==> src/rtl/uart_mem_master.sv <==
// Memory-access execution stage for the UART command peripheral (DO_MEM_WRITE / DO_MEM_READ).
// Defining UART_MEM_TIMEOUT_EN adds a bus-grant timeout that aborts the sequence and pulses err.
module uart_mem_master #(
    parameter int ADDR_W         = 32,
    parameter int CNT_W          = 7,
    parameter int TIMEOUT_CYCLES = 255
) (
    input  logic              clk,
    input  logic              resetn,
    input  logic              cmd_valid,
    output logic              cmd_ready,
    input  logic              cmd_write,
    input  logic [ADDR_W-1:0] cmd_addr,
    input  logic [CNT_W-1:0]  cmd_count,
    input  logic              rx_valid,
    input  logic [7:0]        rx_data,
    output logic              tx_enable,
    output logic [7:0]        tx_data,
    input  logic              tx_busy,
    output logic              mem_req,
    output logic              mem_wen,
    output logic [ADDR_W-1:0] mem_addr,
    output logic [7:0]        mem_wdata,
    input  logic              mem_gnt,
    input  logic [7:0]        mem_rdata,
    output logic [ADDR_W-1:0] cur_addr,
    output logic              done,
    output logic              err
);

    typedef enum logic [2:0] {
        S_IDLE, S_WR_WAIT, S_WR_REQ, S_RD_REQ, S_RD_SEND, S_DONE
    } state_t;

    state_t            r_state;
    logic [ADDR_W-1:0] r_addr;
    logic [CNT_W-1:0]  r_cnt;
    logic [7:0]        r_wdata;
    logic [7:0]        r_tx_data;
    logic              r_cmd_ready;
    logic              r_tx_enable;
    logic              r_mem_req;
    logic              r_mem_wen;
    logic              r_done;
    logic              w_timeout;

`ifdef UART_MEM_TIMEOUT_EN
    localparam int TW = $clog2(TIMEOUT_CYCLES + 1);
    logic [TW-1:0] r_wait;
    logic          r_err;

    // mem_req always drops between accesses, so clearing while idle restarts the count per access
    always_ff @(posedge clk or negedge resetn) begin
        if (!resetn)
            r_wait <= '0;
        else if (!r_mem_req)
            r_wait <= '0;
        else if (!mem_gnt)
            r_wait <= r_wait + 1'b1;
    end

    assign w_timeout = r_mem_req && !mem_gnt && (r_wait == TW'(TIMEOUT_CYCLES - 1));
    assign err       = r_err;
`else
    assign w_timeout = 1'b0;
    assign err       = 1'b0;
`endif

    always_ff @(posedge clk or negedge resetn) begin
        if (!resetn) begin
            r_state     <= S_IDLE;
            r_addr      <= '0;
            r_cnt       <= '0;
            r_wdata     <= '0;
            r_tx_data   <= '0;
            r_cmd_ready <= 1'b1;
            r_tx_enable <= 1'b0;
            r_mem_req   <= 1'b0;
            r_mem_wen   <= 1'b0;
            r_done      <= 1'b0;
`ifdef UART_MEM_TIMEOUT_EN
            r_err       <= 1'b0;
`endif
        end else begin
            r_done <= 1'b0;
`ifdef UART_MEM_TIMEOUT_EN
            r_err  <= 1'b0;
`endif
            case (r_state)
                S_IDLE: begin
                    if (cmd_valid) begin
                        r_addr      <= cmd_addr;
                        r_cnt       <= cmd_count;
                        r_cmd_ready <= 1'b0;
                        if (cmd_count == '0) begin
                            r_state <= S_DONE;
                        end else if (cmd_write) begin
                            r_state <= S_WR_WAIT;
                        end else begin
                            r_state   <= S_RD_REQ;
                            r_mem_req <= 1'b1;
                            r_mem_wen <= 1'b0;
                        end
                    end
                end
                S_WR_WAIT: begin
                    if (rx_valid) begin
                        r_wdata   <= rx_data;
                        r_mem_req <= 1'b1;
                        r_mem_wen <= 1'b1;
                        r_state   <= S_WR_REQ;
                    end
                end
                S_WR_REQ: begin
                    if (mem_gnt) begin
                        r_mem_req <= 1'b0;
                        r_mem_wen <= 1'b0;
                        r_addr    <= r_addr + 1'b1;
                        r_cnt     <= r_cnt - 1'b1;
                        r_state   <= (r_cnt == CNT_W'(1)) ? S_DONE : S_WR_WAIT;
                    end else if (w_timeout) begin
                        r_mem_req   <= 1'b0;
                        r_mem_wen   <= 1'b0;
                        r_cmd_ready <= 1'b1;
                        r_state     <= S_IDLE;
`ifdef UART_MEM_TIMEOUT_EN
                        r_err       <= 1'b1;
`endif
                    end
                end
                S_RD_REQ: begin
                    if (mem_gnt) begin
                        r_mem_req   <= 1'b0;
                        r_tx_data   <= mem_rdata;
                        r_tx_enable <= 1'b1;
                        r_state     <= S_RD_SEND;
                    end else if (w_timeout) begin
                        r_mem_req   <= 1'b0;
                        r_cmd_ready <= 1'b1;
                        r_state     <= S_IDLE;
`ifdef UART_MEM_TIMEOUT_EN
                        r_err       <= 1'b1;
`endif
                    end
                end
                S_RD_SEND: begin
                    if (!tx_busy) begin
                        r_tx_enable <= 1'b0;
                        r_addr      <= r_addr + 1'b1;
                        r_cnt       <= r_cnt - 1'b1;
                        if (r_cnt == CNT_W'(1)) begin
                            r_state <= S_DONE;
                        end else begin
                            r_state   <= S_RD_REQ;
                            r_mem_req <= 1'b1;
                        end
                    end
                end
                S_DONE: begin
                    r_done      <= 1'b1;
                    r_cmd_ready <= 1'b1;
                    r_state     <= S_IDLE;
                end
                default: begin
                    r_state     <= S_IDLE;
                    r_cmd_ready <= 1'b1;
                    r_mem_req   <= 1'b0;
                    r_tx_enable <= 1'b0;
                end
            endcase
        end
    end

    assign cmd_ready = r_cmd_ready;
    assign tx_enable = r_tx_enable;
    assign tx_data   = r_tx_data;
    assign mem_req   = r_mem_req;
    assign mem_wen   = r_mem_wen;
    assign mem_addr  = r_addr;
    assign mem_wdata = r_wdata;
    assign cur_addr  = r_addr;
    assign done      = r_done;

endmodule

==> config.mk <==
export PLATFORM = sky130hd
export DESIGN_NAME = uart_mem_master
export DESIGN_NICKNAME = d
export VERILOG_FILES = /design/src/rtl/uart_mem_master.sv
export SDC_FILE = /design/constraint.sdc
export NUM_CORES = 1
export LEC_CHECK = 0
export CORE_MARGIN = 2
export CORE_UTILIZATION = 40
export CTS_CLUSTER_DIAMETER = 200
export DETAILED_ROUTE_END_ITERATION = 8
export PLACE_DENSITY = 0.8
export SLEW_MARGIN = 30
export SYNTH_ARGS = -nofsm -noshare
export SYNTH_HDL_FRONTEND = slang
export SYNTH_SLANG_ARGS = --single-unit
==> constraint.sdc <==
create_clock -name clk -period 4.8 [get_ports clk]
set_input_delay 0.96 -clock clk [delete_from_list [all_inputs] [get_ports clk]]
set_output_delay 0.96 -clock clk [all_outputs]
set_load 0.01 [all_outputs]
* Word level (Yosys, flattened, before mapping) *
Index checks and enable logic that the tools add are counted.

word-level totals
  output and inout bits = 86
  flip-flop bits (word level) = 63
  input port bits = 62

cells by class
  muxes and demuxes = 36
  add/subtract/negate cells = 2
  equal/unequal tests = 15
  bitwise gates (word level) = 3
  reduce and logical (&&, ||, !) cells = 15

operator list
  operator                                                             count
  32-bit 2-to-1 mux                                                    3
  32-bit case mux with 3 select lines                                  1
  32-bit by 1-bit adder with 32-bit output (second input constant)     1
  3-bit 2-to-1 mux                                                     8
  7-bit 2-to-1 mux                                                     3
  7-bit case mux with 3 select lines                                   1
  2-bit inequality test (second input constant)                        8
  3-bit case mux with 5 select lines                                   1
  1-bit 2-to-1 mux                                                     14
  8-bit AND reduction                                                  1
  4-bit OR reduction                                                   2
  7-bit by 1-bit == test with 1-bit output (second input constant)     1
  7-bit zero test                                                      1
  7-bit by 1-bit subtractor with 7-bit output (second input constant)  1
  3-bit by 2-bit == test with 1-bit output (second input constant)     2
  3-bit == test (second input constant)                                2
  1-bit case mux with 3 select lines                                   2
  2-bit AND reduction                                                  3
  6-bit AND reduction                                                  1
  3-bit nonzero test                                                   2
  1-bit case mux with 5 select lines                                   1
  5-bit AND reduction                                                  1
  4-bit AND reduction                                                  1
  3-bit by 1-bit == test with 1-bit output (second input constant)     1
  other kinds (7)                                                      9

* Depth between registers and ports, before layout *
  depth after elaboration = 4
  depth in mapped cells = 8

* Worst setup path before layout *
OpenSTA, ideal clock, no wires.

  path type = input -> register
  start = input port tx_busy
  end = register r_addr[31], in the netlist cur_addr[31]
  path slack = 2543 ps
  path buffers = 2
  arrival = 2128 ps
  stages on the path = 6
  cells stage by stage = or4b_4 o31a_1 buf_6 buf_6 nor4_4 a211oi_2

on the way
  word-level cells in the longest chain between the ends = 2

ends and longest elaborated chain
  what                             RTL line  text
  from (decl)                      19        input logic tx_busy,
  2-bit inequality test (no line)  --
  4-bit AND reduction (no line)    --
  to (signal assigned)             92        r_addr <= cmd_addr;
  to (signal assigned)             118       r_addr <= r_addr + 1'b1;
  to (signal assigned)             149       r_addr <= r_addr + 1'b1;
  to (decl)                        36        logic [ADDR_W-1:0] r_addr;

Every way passes these cells.
A chain may end at the register's enable or synchronous reset.

* Worst setup path in the final report *
  start = input port mem_gnt
  end = register r_addr[25], in the netlist cur_addr[25]

on the way
  word-level cells in the longest chain between the ends = 2

ends and longest elaborated chain
  what                             RTL line  text
  from (decl)                      24        input logic mem_gnt,
  2-bit inequality test (no line)  --
  4-bit AND reduction (no line)    --

Every way passes these cells.

==> results.py <==
metrics = {
    "run_status": {
        "outcome": "finished clean",
    },
    "timing": {
        "worstMarginPinSlew_ns": 0.822,
        "final_max_slew_viol_count": 0,
        "setup_ws_ns": 2.15,
        "finClkSkew_ns": 0.0117,
        "period_minus_slack_ns": 2.65,
        "tns_ns": 0,
        "hold_violations": 0,
        "fmax_mhz": 377,
        "hold_ws_ns": 0.492,
        "grt_setup_unrepaired": "false",
        "min_period_over_period_pct": 55.2,
        "finalSetupViolations": 0,
        "slew_headroom_pct": 45.2,
    },
    "yosys": {
        "synth.area.top_cells": "dfrtp_1 (40%), buf_4 (6.6%), a21oi_1 (5.5%)",
        "ys_ff_latch": 63,
        "synth_top_area_share_pct": 40.3,
        "synthFlopType": "dfrtp_1",
        "synthCells": 428,
        "synth_top_family_by_area": "compound AO/OA/AOI/OAI gates",
        "avgSynthCellArea_um2": 9.00,
        "ys_types": 60,
        "yosysMostFrequentCell": "dfrtp_1",
        "synth_xor_area_share_pct": 0.227,
        "synth_nets": 493,
        "synth_top_cell_by_area": "dfrtp_1",
        "synthAdderAreaFrac_pct": 0.974,
        "synth_edf_count": 0,
        "synth_compound_area_share_pct": 21.1,
        "async_reset_ff_share_pct": 100,
        "yosys.area_share.simple_pct": 20.8,
        "yosys-top-cells-count": "dfrtp_1 (62), a21oi_1 (42), nand2_1 (35), nor2_1 (35), buf_4 (34)",
        "synthMuxAreaShare_pct": 5.23,
        "seq_area_frac_synth_pct": 40.9,
        "synth_area_mm2": 0.00385,
        "ys_warn_count": 0,
    },
    "route": {
        "vias": 3733,
        "remaining_drc_errors": 0,
        "drt_iter0_drc": 263,
        "first_pass_iters": 8,
        "drt-vias-per-instance": 5.62,
        "routed_wl_um": 10600,
        "drtAntennaViolNets": 0,
        "wl_per_cell_um": 16.0,
    },
    "layout": {
        "diodes": 0,
        "drive_above_1_share_pct": 10.5,
        "multiInputGateArea_mm2": 0.00188,
        "seq_area_mm2": 0.00158,
        "finish.instance_area_mm2": 0.00539,
        "postLayoutCoreUtil_pct": 58.0,
        "finalNonFillerCells": 664,
        "final_nets": 595,
        "synthToLayoutAreaGrowth_pct": 39.8,
        "fill_cells": 837,
    },
    "cts": {
        "clkSlewWorstSetupHoldPaths_ns": 0.07,
        "cts_htree_levels": 3,
        "postCtsSetupBuffers": 0,
        "worstSkewPairLatency_ns": 0.34,
        "cts.path.max_buffers": 2,
        "root_buffer": "clkbuf_8",
        "numCtsBuffers": 9,
        "hold_buffers": 0,
        "clock_sinks": 63,
        "postCtsResizedCells": 0,
        "cts_tree": "yes",
    },
    "setup_path": {
        "cp-end-kind": "flip-flop",
        "cp_max_fo": 33,
        "crit_required_ns": 4.98,
        "path_buf_inv": 2,
        "max_stage_delay_ns": 0.49,
        "start_kind": "primary input",
        "arrival_ns": 2.83,
        "cp_top_family": "buffers and inverters",
        "worstPathCellList": "clkdlybuf4s50_1 > mux2i_1 > o31a_2 > buf_4 > a21oi_1 > a2bb2oi_1",
        "criticalPathCategory": "in2reg",
        "crit_path_top_delay_cell": "clkdlybuf4s50_1",
    },
    "placement": {
        "place_ws_ns": 1.80,
        "portBuffers": 146,
        "dpl-instance-area_mm2": 0.00513,
        "place_hpwl_um": 7370,
        "gp_congestion": 0.798,
        "dp_cells": 647,
    },
    "floorplanning": {
        "die_h_um": 102,
        "rows": 35,
        "fp.dieW_um": 102,
        "start_util_pct": 41.5,
        "die-area_mm2": 0.0104,
        "ioPinCount": 148,
        "core_area_mm2": 0.00928,
    },
    "global_routing": {
        "antenna_found_initial": 0,
        "track_usage_pct": 20.4,
        "grt_pass1_vias": 3619,
        "grt_overflow": 0,
        "grt_start_max_net_pins": 64,
        "grt_pass1_wl_um": 17100,
    },
    "pwr": {
        "p_leak_nw": 2.07,
        "p_per_area_mw_per_mm2": 729,
        "p_total_mw": 3.93,
        "peakVddDrop_mv": 0.363,
    },
    "job": {
        "maxCapViolations": 0,
    },
    "hold_path": {
        "min_path_type": "reg2reg",
    },
}
[worst reg2reg max path, cell delays in order, from the launching register on]
cell and delay (ns):
dfrtp_1 0.72, xnor2_1 0.23, nor2_4 0.37, buf_16 0.24, buf_4 0.33, nor2_1 0.08, a31o_2 0.21, a21oi_1 0.14
[layout make-up]
cell class,instances,share of cell area (%)
inverter,4,0.279
multi-input combinational,300,34.9
sequential,63,29.3
timing repair buffer,152,28.2
clock inverter,5,1.49
clock buffer,11,2.81
tap,129,3.00
[flip-flops by register name, indices dropped and copies added (netlist names)]
name / count
r_state: 3
r_cnt: 7
done: 1
mem_wdata: 8
tx_enable: 1
mem_wen: 1
cur_addr: 32
tx_data: 8
cmd_ready: 1
mem_req: 1
[final timing paths]
check                               end       start  cells after the start  slack [ns]
min in group asynchronous  cur_addr[11]      resetn                      2        0.79
max in group asynchronous    tx_data[1]      resetn                      2        3.45
min                             mem_wen     mem_wen                      1        0.49
max reg2reg                 cur_addr[2]  r_state[2]                      7        2.42
max                        cur_addr[25]     mem_gnt                      6        2.15
min reg2reg                     mem_wen     mem_wen                      1        0.49
[layout by cell type, fill, tap and decap left out, types with 3 or more instances in the layout]
cell type | synthesis | routed
nand3_1 | 18 | 18
o21ai_1 | 4 | 4
a22oi_1 | 6 | 6
nor3_1 | 17 | 17
clkdlybuf4s50_1 | 0 | 145
and3_1 | 5 | 5
nand4_1 | 14 | 14
mux2_2 | 17 | 17
inv_1 | 4 | 4
o22ai_1 | 12 | 12
a21oi_1 | 42 | 42
buf_4 | 34 | 5
or3_1 | 3 | 3
o22a_1 | 6 | 6
o21ai_0 | 17 | 17
and4_1 | 5 | 5
a31oi_1 | 6 | 6
nor2_1 | 35 | 35
ha_1 | 3 | 3
a2bb2oi_1 | 9 | 9
clkbuf_8 | 0 | 11
dfrtp_1 | 62 | 62
nand2_1 | 35 | 35
[layer usage]
metal | GRT usage, % | up-vias | share of wire (%)
met5 | 0 | - | 0
met4 | 6.56 | 0 | 0.87
met3 | 6.36 | 9 | 11
met2 | 33.3 | 199 | 46
met1 | 26.0 | 1772 | 42
li1 | - | 1753 | -
[power by group]
| group | total (mW) | internal [mW] | switching, mW |
|---|---|---|---|
| Combinational | 2.22 | 1.16 | 1.07 |
| Clock | 0.535 | 0.320 | 0.215 |
| Sequential | 1.17 | 0.799 | 0.372 |
| Total | 3.93 | 2.28 | 1.65 |
[cell families after synthesis]
logic type                 Yosys count
adders and majority gates            3
xor gates and xnor gates             1
and+or+nand+nor                    152
other                                1
buffers and inverters               65
DFF                                 63
muxes                               18
AOI/OAI and AO/OA                  125
No activity file was read; power rests on OpenSTA's default activity.
